### src/rtl/bnn_stream_pkg.sv
// Shared constants, FSM encoding and window tap offsets for the BNN pixel stream.
package bnn_stream_pkg;

  localparam int FW_L = 28;   // large frame width/height
  localparam int FW_S = 12;   // small frame width/height
  localparam int RW   = 28;   // row word width (largest frame width)
  localparam int AW   = 5;    // row address / coordinate width

  // Line-buffer tap offsets used by the window block, one and two rows back
  localparam int TAP1_L = FW_L;
  localparam int TAP2_L = 2 * FW_L;
  localparam int TAP1_S = FW_S;
  localparam int TAP2_S = 2 * FW_S;

  typedef enum logic [2:0] {
    IDLE,
    FETCH,
    LOAD,
    STREAM,
    DONE
  } strm_state_t;

  // Index of the last row/column for the selected frame size
  function automatic logic [AW-1:0] last_idx(input logic mode);
    return mode ? AW'(FW_S - 1) : AW'(FW_L - 1);
  endfunction

endpackage

### src/rtl/fmap_streamer_row_serializer.sv
// Holds the active row word and the prefetched next row; presents the MSB as the pixel.
module row_serializer
  import bnn_stream_pkg::*;
#(
  parameter int W = RW
) (
  input  logic         clk,
  input  logic         rst,
  input  logic         load,      // capture first row of the frame
  input  logic         shift,     // advance to the next column
  input  logic         swap,      // row boundary: take the prefetched row
  input  logic         prefetch,  // read for the next row issued this cycle
  input  logic [W-1:0] rd_data,
  output logic         din
);

  logic [W-1:0] sreg_q, sreg_d;
  logic [W-1:0] nxt_q, nxt_d;
  logic         pf_q;

  // Next-state of the shift register and prefetch buffer
  always_comb begin
    sreg_d = sreg_q;
    nxt_d  = nxt_q;
    if (pf_q) begin
      nxt_d = rd_data;            // memory answers one cycle after the strobe
    end
    if (load) begin
      sreg_d = rd_data;
    end else if (swap) begin
      sreg_d = nxt_q;
    end else if (shift) begin
      sreg_d = {sreg_q[W-2:0], 1'b0};
    end
  end

  // Register update with synchronous reset
  always_ff @(posedge clk) begin
    if (rst) begin
      sreg_q <= '0;
      nxt_q  <= '0;
      pf_q   <= 1'b0;
    end else begin
      sreg_q <= sreg_d;
      nxt_q  <= nxt_d;
      pf_q   <= prefetch;
    end
  end

  assign din = sreg_q[W-1];

endmodule

### src/rtl/fmap_streamer.sv
// Frame source: fetches packed feature-map rows and serializes them MSB first in raster order.
module fmap_streamer
  import bnn_stream_pkg::*;
#(
  parameter int RW = bnn_stream_pkg::RW,
  parameter int AW = bnn_stream_pkg::AW
) (
  input  logic          clk,
  input  logic          rst,
  input  logic          go,
  input  logic          state,
  input  logic          hold,
  output logic          rd_en,
  output logic [AW-1:0] rd_addr,
  input  logic [RW-1:0] rd_data,
  output logic          start,
  output logic          din,
  output logic [AW-1:0] row,
  output logic [AW-1:0] col,
  output logic          busy,
  output logic          done
);

  strm_state_t   state_q, state_d;
  logic          mode_q, mode_d;
  logic [AW-1:0] row_q, row_d;
  logic [AW-1:0] col_q, col_d;
  logic [AW-1:0] wlast;
  logic          load, shift, swap, prefetch;

  assign wlast = last_idx(mode_q);

  // Next-state, counters and all combinational outputs
  always_comb begin
    state_d  = state_q;
    mode_d   = mode_q;
    row_d    = row_q;
    col_d    = col_q;
    start    = 1'b0;
    rd_en    = 1'b0;
    rd_addr  = '0;
    busy     = 1'b0;
    done     = 1'b0;
    load     = 1'b0;
    shift    = 1'b0;
    swap     = 1'b0;
    prefetch = 1'b0;
    case (state_q)
      IDLE: begin
        if (go) begin
          mode_d  = state;
          row_d   = '0;
          col_d   = '0;
          state_d = FETCH;
        end
      end
      FETCH: begin
        busy    = 1'b1;
        rd_en   = 1'b1;
        state_d = LOAD;
      end
      LOAD: begin
        busy    = 1'b1;
        load    = 1'b1;
        state_d = STREAM;
      end
      STREAM: begin
        busy  = 1'b1;
        start = !hold;
        if (start) begin
          // First column of a row (not the last row): fetch the following row
          if (col_q == '0 && row_q < wlast) begin
            rd_en    = 1'b1;
            rd_addr  = row_q + AW'(1);
            prefetch = 1'b1;
          end
          if (col_q < wlast) begin
            shift = 1'b1;
            col_d = col_q + AW'(1);
          end else if (row_q < wlast) begin
            swap  = 1'b1;
            col_d = '0;
            row_d = row_q + AW'(1);
          end else begin
            state_d = DONE;
          end
        end
      end
      DONE: begin
        done    = 1'b1;
        state_d = IDLE;
      end
      default: state_d = IDLE;
    endcase
  end

  // State, mode and coordinate registers
  always_ff @(posedge clk) begin
    if (rst) begin
      state_q <= IDLE;
      mode_q  <= 1'b0;
      row_q   <= '0;
      col_q   <= '0;
    end else begin
      state_q <= state_d;
      mode_q  <= mode_d;
      row_q   <= row_d;
      col_q   <= col_d;
    end
  end

  assign row = row_q;
  assign col = col_q;

  row_serializer #(.W(RW)) u_ser (
    .clk      (clk),
    .rst      (rst),
    .load     (load),
    .shift    (shift),
    .swap     (swap),
    .prefetch (prefetch),
    .rd_data  (rd_data),
    .din      (din)
  );

endmodule
### config.mk
export PLATFORM = sky130hd
export DESIGN_NAME = fmap_streamer
export DESIGN_NICKNAME = d
export VERILOG_FILES = /design/src/rtl/bnn_stream_pkg.sv /design/src/rtl/fmap_streamer_row_serializer.sv /design/src/rtl/fmap_streamer.sv
export SDC_FILE = /design/constraint.sdc
export NUM_CORES = 1
export LEC_CHECK = 0
export BUFFER_PORTS_ARGS = -buffer_cell sky130_fd_sc_hd__clkbuf_2
export CAP_MARGIN = 40
export CORE_MARGIN = 4
export CORE_UTILIZATION = 25
export CTS_BUF_LIST = sky130_fd_sc_hd__clkbuf_8
export CTS_CLUSTER_DIAMETER = 30
export DETAILED_ROUTE_END_ITERATION = 8
export GPL_ROUTABILITY_DRIVEN = 0
export PLACE_DENSITY_LB_ADDON = 0.1
export SLEW_MARGIN = 15
export SYNTH_ARGS = -nofsm -noshare
export SYNTH_HDL_FRONTEND = slang
export SYNTH_HIERARCHICAL = 1
export SYNTH_SLANG_ARGS = --single-unit
### constraint.sdc
create_clock -name clk -period 2.7 [get_ports clk]
set_input_delay 0.27 -clock clk [delete_from_list [all_inputs] [get_ports clk]]
set_output_delay 0.27 -clock clk [all_outputs]
set_load 0.05 [all_outputs]
Word-level counts from Yosys, hierarchy flattened. Cells that the tools add are included. W data, S select, Z words.

Bits in registers: 71. Bits in latches: 0. RAM bits: 0. Memory bits (read-only): 0. Input port bits: 33. Word-level logic and storage cells: 69. Memories: 0.

Add/subtract/negate cells: 2. Multiply operators: 0. Div/mod/pow operators: 0. Order comparisons: 2. Eq/ne operators: 10. Shift-type cells: 0. Multiplexer cells: 35. Bitwise gates (word level): 1. Reduce and logical (&&, ||, !) cells: 12.

Operators by type and width (number): $mux W28 (3); $mux W5 (11); $pmux W5 S2 (2); $mux W1 (13); $mux W3 (4); $pmux W3 S4 (1); $add A5 B1 Y5 const B (2); $lt A5 B5 Y1 (2); $ne A2 B2 Y1 const B (5); $reduce_and A4 Y1 (2); $eq A3 B2 Y1 const B (2); $logic_not A5 Y1 (1); $reduce_and A5 Y1 (1); $eq A3 B1 Y1 const B (1); $eq A3 B3 Y1 const B (1); $logic_not A3 Y1 (1); $ne A3 B3 Y1 const B (1); $reduce_bool A3 Y1 (1); $reduce_or A3 Y1 (1); $pmux W1 S2 (1); $reduce_and A2 Y1 (1); $reduce_bool A2 Y1 (1); $reduce_or A2 Y1 (1); $logic_and A1 B1 Y1 (1); other kinds (2) (2).

Logic depth before layout (Yosys ltp). Gate-level depths: netlist of the first run.

Word-level depth: 8. Mapped depth: 10. Mapped depth without buffers: 8.

Hierarchy. The synthesis of the first run kept the hierarchy.

Modules (own cells, without submodules): row_serializer (instances 1, cells an instance 299, area an instance 2612.5 µm²); fmap_streamer (instances 1, cells an instance 115, area an instance 919.6 µm²).

Least setup slack after synthesis of the first run. Ideal clock, no wire load.

Path kind: reg2out. Start point: register row_q[4], in the netlist row[4]. End point: output rd_addr[2]. Arrival time: 2.375 ns. Required time: 2.430 ns. Slack: 0.055 ns. Stages on the path, launching flop included: 6. Path through: dfxtp_1 -> ha_1 -> a31oi_4 -> nand3_1 -> or2_2 -> nor2_1.

Cells in the longest elaborated chain, start to end: 5.

Ends and longest elaborated chain: start, declared (line fmap_streamer.sv:26) `logic [AW-1:0] row_q, row_d;`; start signal, assigned (line fmap_streamer.sv:107) `row_q <= row_d;`; $lt A5 B5 Y1 (line fmap_streamer.sv:72) `if (col_q == '0 && row_q < wlast) begin`; $logic_and A1 B1 Y1 (line fmap_streamer.sv:72); $mux W5 (line fmap_streamer.sv:72); $mux W5 (line fmap_streamer.sv:70) `if (start) begin`; $mux W5 (line fmap_streamer.sv:48) `case (state_q)`; end, declared (line fmap_streamer.sv:14) `output logic [AW-1:0] rd_addr,`.

No other way between the ends.

Worst setup path in the final report of the first run.
Start point: register row_q[4], in the netlist row[4]. End point: output rd_addr[1].

The elaborated chain is that of the path after synthesis.

==> summary.txt, run 1 <==
Outcome
  – Status: completed

GRT
  – Largest net degree at the start of global routing: 40
  – Wire length of the first global-routing pass: 15770 um
  – Initial antenna violation count: 0
  – Total GRT Usage: 12.20%
  – Grt total ovfl: 0
  – Vias in the first global route: 3070

Drt
  – Post-route ant nets: 0
  – DRT iter0 DRCs: 137
  – Pre-Repair DR Iteration Count: 4
  – Via Count: just over 3000
  – DRC: 0
  – Detailed Route WL: 9467 um
  – Routed length per instance: 14.65 um
  – Vias/cell: ~4.7

Job
  – Maxcap violations: 0

Synthesis
  – Synth area leaders: dfxtp_1 (40%), mux2i_1 (8.2%), a21oi_1 (6.8%)
  – Post-synth ARST share: 0%
  – Post-synth top cells: dfxtp_1 (71), a21oi_1 (48), nor2_1 (42)
  – Mapped Cells: 414
  – Syn Nets: 452
  – Post-Syn Area: 0.003532 mm^2
  – EDFF count, synth: 0
  – Post-synthesis register bit count: 71
  – Ys flop type: dfxtp_1
  – Synth area leader: dfxtp_1
  – Yosys cell types: 44
  – Seq/Total Area, Yosys: between 40% and 50%
  – Count leader, synth: dfxtp_1
  – Mapped Avg Cell Area: ~8.5 um^2
  – YS warnings: 6
  – Yosys top cell area share: approximately two fifths

Worst setup path
  – Flop2flop setup slack: ~0.44 ns
  – Dominant delay contributor by cell family on the critical path: simple AND/OR/NAND/NOR gates
  – CP max stage delay: 0.41 ns
  – CP cell instances: ha_1, a31oi_4, nand3_1, or2_2, inv_1, and2_1, clkbuf_4
  – CP Launch Type: flop
  – Crit end category: output port
  – CP max stage cell: dfxtp_1
  – Setup CP Type: reg -> out
  – Critical path buffers and inverters: 2
  – Worst EP required: 2.43 ns
  – Arrival time worst endpoint: 2.20 ns
  – Top fanout value on the critical path: 6

Power
  – Cell-internal power: about 1.8 mW
  – Power, Total: around 2.4 mW
  – Leakage: 1.680 nW
  – IR drop worst, VDD: about 0.17 mV
  – Switching share of total power: 25.36%
  – Switch Pwr: 0.5981 mW
  – Combinational fraction of design power: between 10% and 20%
  – PD cells: 557.6 mW/mm^2
  – Sequential share of power: 47.4%
  – Clk pwr share: 41.3%

STA
  – Fin Setup TNS: 0 ns
  – Min cycle time layout: approximately 2.5 ns
  – Max Slew Vio Count: 0
  – Highest clock rate: 0.4046 GHz
  – # setup viols final: 0
  – Worst-margin pin slew: 0.6291 ns
  – Worst hold margin: 0.1711 ns
  – Period utilization: 91.55%
  – Hold violation total from the final report: 0
  – Final worst clock skew: just over 0.009 ns
  – Max_slew headroom: 57.70%
  – RSZ-0062 raised after global routing: false

Die
  – Vert. Die Dim: 126.9 um
  – Row count: 43
  – Die area: 0.01609 mm^2
  – Initial Util: 25.45%
  – Die Wd: 126.9 um
  – Core box area: 0.01388 mm^2
  – Number of I/O pins: 53

Finish
  – Area Growth Syn to Fin: 19.73%
  – Design area: 0.004229 mm^2
  – Final nets: 499
  – Share of cells above drive strength 1: 19.74%
  – Antenna Cells: 0
  – Cell Count, Final, Fillers Out: 646

Clock network
  – Cts hold-fix bufs: 0
  – CTS tree: yes
  – Clock buffer depth: 2
  – Clk root buf: clkbuf_8
  – Clock sinks: 71
  – H-tree levels: 3
  – Clk_lat worst skew: 0.35 ns
  – Reg clk slew, reported paths: 0.07 ns
  – Num CTS Buffers: 9

Place
  – Dpl hpwl: 6260 um
  – DP Cell Count: 628
  – Buffers on Ports: between 50 and 60
  – Placed cell area: 0.003988 mm^2

Worst hold path
  – HP Class: in -> reg
==> registers in the layout, indices dropped and copies added (netlist names) <==
signal / cells
u_ser/nxt_q: 28
col: 5
u_ser/sreg_q: 28
state_q: 3
mode_q: 1
row: 5
u_ser/pf_q: 1
==> metrics by stage <==
| step | setup WS, ns | util, % |
|---|---|---|
| 6_report | 0.2283 | 30.47 |
| 5_1_grt | 0.03506 | 30.47 |
| 4_1_cts | 0.06565 | 30.34 |
| 3_5_place_dp | 0.4092 | 28.73 |
| 3_3_place_gp | 0.4222 | 28.58 |
| 2_1_floorplan | 0.05528 | - |
==> power groups by stage <==
| stage | clock network, mW | logic, mW | registers [mW] |
|---|---|---|---|
| after floorplan | 0 | 0.180 | 1.14 |
| after global placement | 0 | 0.268 | 1.14 |
| after detailed placement | 0 | 0.271 | 1.14 |
| after CTS | 1.01 | 0.273 | 1.12 |
| after global routing | 1.06 | 0.299 | 1.13 |
| final | 0.973 | 0.267 | 1.12 |
==> kinds of logic after synthesis <==
family          after synthesis  share of synthesized area [%]
fa+ha+maj                     5                          1.771
simple gates                130                          18.99
mux                          29                          8.218
buf+inv                      53                          7.332
xor+xnor                      3                         0.7440
flops                        71                          40.24
compound gates              123                          22.71
==> worst min-delay path: stages <==
cell and delay [ns]:
clkbuf_2 0.09, inv_1 0.06, a221oi_2 0.05
==> final timing paths <==
| path | start | end | depth (start not counted) |
|---|---|---|---|
| max | row[4]$_SDFFE_PP0P_ | rd_addr[1] | 7 |
| min | rd_data[0] | u_ser/sreg_q[0]$_SDFFE_PP0P_ | 3 |
| max reg2reg | row[4]$_SDFFE_PP0P_ | u_ser/sreg_q[2]$_SDFFE_PP0P_ | 8 |
| min reg2reg | u_ser/sreg_q[14]$_SDFFE_PP0P_ | u_ser/sreg_q[14]$_SDFFE_PP0P_ | 1 |
==> placed cells by master (no fill, tap or decap), types with 4 or more instances in the layout <==
cell type / count
nand3_1: 7
ha_1: 5
nor3_1: 4
clkbuf_2: 51
dfxtp_1: 70
mux2i_1: 29
a31oi_1: 6
a22o_1: 18
buf_4: 10
o21ai_0: 24
a21oi_1: 48
inv_1: 26
nand3b_1: 6
clkbuf_8: 11
nor2_1: 41
nor2b_1: 13
and2b_1: 7
o32ai_1: 9
nand2_1: 33
a211oi_1: 10
==> area by class of cell <==
type / instances / area [um^2]
clock buffers: 11 / 151.4
clock inverters: 5 / 72.57
flip-flops and latches: 71 / 1423
inverters: 24 / 90.09
well taps: 180 / 225.2
repair buffers: 65 / 397.9
fillers: 1496 / 9652
multi-input cells: 290 / 1869
==> layer usage <==
| layer | track usage, % | part of all wire (%) | vias to the layer above |
|---|---|---|---|
| met3 | 2.863 | 4.3 | 12 |
| met5 | 0 | 0 | - |
| li1 | - | - | 1550 |
| met1 | 15.98 | 49 | 1434 |
| met4 | 5.237 | 1.8 | 0 |
| met2 | 19.18 | 44 | 68 |
==> repair_timing <==
| item | 4_1_cts | 5_1_grt |
|---|---|---|
| hold endpoints to repair | 0 | 0 |
| resized for setup | 0 | 2 |
| setup endpoints to repair | 0 | 1 |
| buffers inserted | 0 | 2 |
Note: power is estimated with default switching activity, not from simulation.
==> inputs of run 2 (changes only) <==
ABC_AREA = 1   (was default)
CTS_BUF_LIST = sky130_fd_sc_hd__clkbuf_4 sky130_fd_sc_hd__clkbuf_8 sky130_fd_sc_hd__clkbuf_16   (was sky130_fd_sc_hd__clkbuf_8)
==> run 2 against run 1 <==
Power is 39% higher. Synthesized area rose by 6.1%. Utilization rose by 0.80 points. Sequential share of layout area down 2.5 points. Count of clock-buffer cells in the layout fell by 1. Cell area grew 7.9%. Non-clock buffer count grew 4. Via count rose by 18%. Combinational power grew to 2.9 times the previous value. Setup slack better by 0.050 ns. Die area rose by 5.7%. Global-route usage up 1.1 points.
==> summary.txt, run 2 <==
GRT
  – Wire length of the first global-routing pass: 17690 um (was 15770 um)
  – Grt total ovfl: 0 (unchanged)
  – Largest net degree at the start of global routing: 37 (was 40)
  – Total GRT Usage: 13.28% (was 12.20%)
  – Vias in the first global route: 3536 (was 3070)
  – Initial antenna violation count: 0 (unchanged)

STA
  – Period utilization: 89.71% (was 91.55%)
  – Final worst clock skew: 0.007527 ns (was 0.009334 ns)
  – Max Slew Vio Count: 0 (unchanged)
  – Hold violation total from the final report: 0 (unchanged)
  – Worst-margin pin slew: 0.6175 ns (was 0.6291 ns)
  – Min cycle time layout: 2.422 ns (was 2.472 ns)
  – # setup viols final: 0 (unchanged)
  – RSZ-0062 raised after global routing: false (unchanged)
  – Highest clock rate: 0.4129 GHz (was 0.4046 GHz)
  – Max_slew headroom: 58.79% (was 57.70%)
  – Fin Setup TNS: 0 ns (unchanged)

Worst hold path
  – WHS Path Cells: 3 (unchanged)
  – Hold Startpoint: rd_data[12] (was rd_data[0])
  – Hold Path End: u_ser/nxt_q[12]$_SDFFE_PP0P_ (was u_ser/sreg_q[0]$_SDFFE_PP0P_)
  – HP Class: in -> reg (unchanged)

Clock network
  – Clock buffer depth: 2 (unchanged)
  – Clk_lat worst skew: 0.34 ns (was 0.35 ns)
  – H-tree levels: 3 (unchanged)
  – CTS tree: yes (unchanged)
  – Reg clk slew, reported paths: 0.06 ns (was 0.07 ns)
  – Num CTS Buffers: 9 (unchanged)
  – Clk root buf: clkbuf_16 (was clkbuf_8)
  – Cts hold-fix bufs: 0 (unchanged)
  – Clock sinks: 71 (unchanged)

Synthesis
  – EDFF count, synth: 0 (unchanged)
  – Ys flop type: dfxtp_1 (unchanged)
  – Adder-Cell Fraction of Synth Area: 1.669% (was 1.771%)
  – Seq/Total Area, Yosys: 37.92% (was 40.24%)
  – Compound-Gate Fraction of Synth Area: 9.546% (was 22.71%)
  – Synth area leader: dfxtp_1 (unchanged)
  – Mapped Cells: 602 (was 414)
  – YS warnings: 6 (unchanged)
  – Yosys cell types: 26 (was 44)
  – Post-synth ARST share: 0% (unchanged)
  – Mapped Avg Cell Area: 6.227 um^2 (was 8.532 um^2)
  – Largest family of logic cells by synthesized area: simple AND/OR/NAND/NOR gates (was compound AO/OA/AOI/OAI gates)
  – Syn Nets: 640 (was 452)
  – Simple-gate portion of the synthesized area: 37.82% (was 18.99%)
  – Yosys top cell area share: 37.92% (was 40.24%)
  – Post-synth top cells: nand2_1 (177), nor2_1 (101), inv_1 (77) (was dfxtp_1 (71), a21oi_1 (48), nor2_1 (42))
  – Mux cell area share after synthesis: 0% (was 8.218%)
  – Synth area leaders: dfxtp_1 (38%), nand2_1 (18%), nor2_1 (10%) (was dfxtp_1 (40%), mux2i_1 (8.2%), a21oi_1 (6.8%))
  – Count leader, synth: nand2_1 (was dfxtp_1)
  – Xor/xnor cell area share of the yosys netlist: 0.7009% (was 0.7439%)
  – Post-Syn Area: 0.003749 mm^2 (was 0.003532 mm^2)
  – Post-synthesis register bit count: 71 (unchanged)

Worst setup path
  – Critical path origin: row[4]$_SDFFE_PP0P_ (unchanged)
  – Worst EP required: 2.95 ns (was 2.43 ns)
  – CP cell instances: ha_1, nand2_1, inv_1, a21oi_1, nand2_1, nor3_2, buf_6, inv_2, nand2_1, nand2_1, nand2_1, nand3_1, nand2_1, inv_1 (was ha_1, a31oi_4, nand3_1, or2_2, inv_1, and2_1, clkbuf_4)
  – Flop2flop setup slack: 0.28 ns (was 0.44 ns)
  – Reg2reg end: u_ser/sreg_q[7]$_SDFFE_PP0P_ (was u_ser/sreg_q[2]$_SDFFE_PP0P_)
  – Critical path's most frequent cell: nand2_1
  – R2R depth: 14 (was 8)
  – Setup CP Type: reg -> reg (was reg -> out)
  – CP max stage delay: 0.40 ns (was 0.41 ns)
  – Dominant delay contributor by cell family on the critical path: simple AND/OR/NAND/NOR gates (unchanged)
  – Top fanout value on the critical path: 30 (was 6)
  – CP Launch Type: flop (unchanged)
  – Crit end category: flop (was output port)
  – Crit. path cell count: 14 (was 7)
  – RR Startpoint: row[4]$_SDFFE_PP0P_ (unchanged)
  – CP max stage cell: dfxtp_1 (unchanged)
  – Arrival time worst endpoint: 2.67 ns (was 2.20 ns)
  – Critical path buffers and inverters: 4 (was 2)

Place
  – Buffers on Ports: 52 (unchanged)
  – Dpl hpwl: 7360 um (was 6260 um)
  – DP Cell Count: 826 (was 628)

Power
  – Leakage: 2.157 nW (was 1.680 nW)
  – PD cells: 718.4 mW/mm^2 (was 557.6 mW/mm^2)
  – Switching share of total power: 32.57% (was 25.36%)
  – Switch Pwr: 1.067 mW (was 0.5981 mW)
  – IR drop worst, VDD: 0.2818 mV (was 0.1745 mV)
  – Cell-internal power: 2.210 mW (was 1.760 mW)
  – Sequential share of power: 36.7% (was 47.4%)
  – Combinational fraction of design power: 23.5% (was 11.3%)
  – Clk pwr share: 39.8% (was 41.3%)

Outcome
  – Status: completed (unchanged)

Finish
  – Biggest regs: u_ser/nxt_q: 28 flops, u_ser/sreg_q: 28 flops (unchanged)
  – Most common cell after layout, fill and taps aside: nand2_1 (was dfxtp_1)
  – Cell Count, Final, Fillers Out: 841 (was 646)
  – Most frequent cells in the layout: nand2_1 (177), nor2_1 (100), inv_1 (77), dfxtp_1 (71), nand3_1 (55) (was dfxtp_1 (70), clkbuf_2 (51), a21oi_1 (48), nor2_1 (41), nand2_1 (33))
  – Final nets: 691 (was 499)
  – Share of cells above drive strength 1: 14.76% (was 19.74%)
  – Area Growth Syn to Fin: 21.70% (was 19.73%)
  – Antenna Cells: 0 (unchanged)

Drt
  – Vias/cell: 4.308 (was 4.743)
  – DRT iter0 DRCs: 153 (was 137)
  – Post-route ant nets: 0 (unchanged)
  – Pre-Repair DR Iteration Count: 4 (unchanged)
  – DRC: 0 (unchanged)
  – Detailed Route WL: 10670 um (was 9467 um)
  – Routed length per instance: 12.69 um (was 14.65 um)
  – Via Count: 3623 (was 3064)

Die
  – Core box area: 0.01459 mm^2 (was 0.01388 mm^2)
  – Row count: 44 (was 43)
  – Die Wd: 130.5 um (was 126.9 um)
  – Die area: 0.01702 mm^2 (was 0.01609 mm^2)
  – Number of I/O pins: 53 (unchanged)
  – Vert. Die Dim: 130.5 um (was 126.9 um)
  – Initial Util: 25.69% (was 25.45%)

Job
  – Maxcap violations: 0 (unchanged)
==> run 2: final cells by class <==
class | count | area (um^2)
clock inverters | 5 | 82.58
well taps | 184 | 230.2
clock buffers | 10 | 239.0
multi-input cells | 424 | 1877
repair buffers | 69 | 419.2
inverters | 78 | 292.8
flip-flops and latches | 71 | 1421
fillers | 1662 | 10030
==> run 2: stage by stage <==
stage	power [mW]	utilization (%)	hold WS [ns]	area (um^2)	setup WS (ns)
floorplan	1.796	-	0.3394	3754	0.1765
global placement	1.993	28.75	0.4472	4194	0.1140
global route	3.472	31.27	0.1848	4562	0.02541
CTS	3.331	31.24	0.1647	4558	0.2021
finish	3.277	31.27	0.1756	4562	0.2779
detailed placement	2.002	29.04	0.4487	4237	0.2043
==> run 2: logic make-up (layout without fill, tap and decap cells) <==
| logic type | count (synthesis) | count (layout) |
|---|---|---|
| DFF | 71 | 71 |
| adders and majority gates | 5 | 5 |
| and+or+nand+nor | 347 | 347 |
| AOI/OAI and AO/OA | 69 | 69 |
| xor gates and xnor gates | 3 | 3 |
| buffers and inverters | 107 | 162 |
==> run 2: worst max path at each step <==
stage                                                to  slack, ns
after floorplan           u_ser/sreg_q[11]$_SDFFE_PP0P_       0.18
after global placement    u_ser/sreg_q[25]$_SDFFE_PP0P_       0.11
after detailed placement   u_ser/sreg_q[7]$_SDFFE_PP0P_       0.20
after CTS                 u_ser/sreg_q[27]$_SDFFE_PP0P_       0.20
after global routing      u_ser/sreg_q[17]$_SDFFE_PP0P_       0.03
final                      u_ser/sreg_q[7]$_SDFFE_PP0P_       0.28
==> run 2: power groups by stage <==
| stage | Combinational, mW | Clock, mW | Sequential [mW] |
|---|---|---|---|
| after detailed placement | 0.776 | 0 | 1.23 |
| final | 0.770 | 1.30 | 1.20 |
| after CTS | 0.781 | 1.35 | 1.20 |
| after global routing | 0.872 | 1.38 | 1.22 |
| after floorplan | 0.466 | 0 | 1.33 |
| after global placement | 0.768 | 0 | 1.23 |
==> run 2: timing repair <==
action | 4_1_cts | 5_1_grt
setup buffers | 0 | 0
resized for setup | 0 | 1
endpoints found under the setup margin | 0 | 23
==> run 2: routing by layer <==
metal	up-vias	track usage, %	wire, um
met5	-	0	0
li1	1960	-	-
met4	0	5.626	220
met1	1595	17.71	5266
met2	53	21.00	4821
met3	15	2.602	360
==> run 2: worst reg2reg max path: stages, from the launching register on <==
cell	delay (ns)
dfxtp_1	0.40
ha_1	0.25
nand2_1	0.06
inv_1	0.04
a21oi_1	0.25
nand2_1	0.15
nor3_2	0.20
buf_6	0.29
inv_2	0.27
nand2_1	0.13
nand2_1	0.05
nand2_1	0.06
nand3_1	0.07
nand2_1	0.06
inv_1	0.03
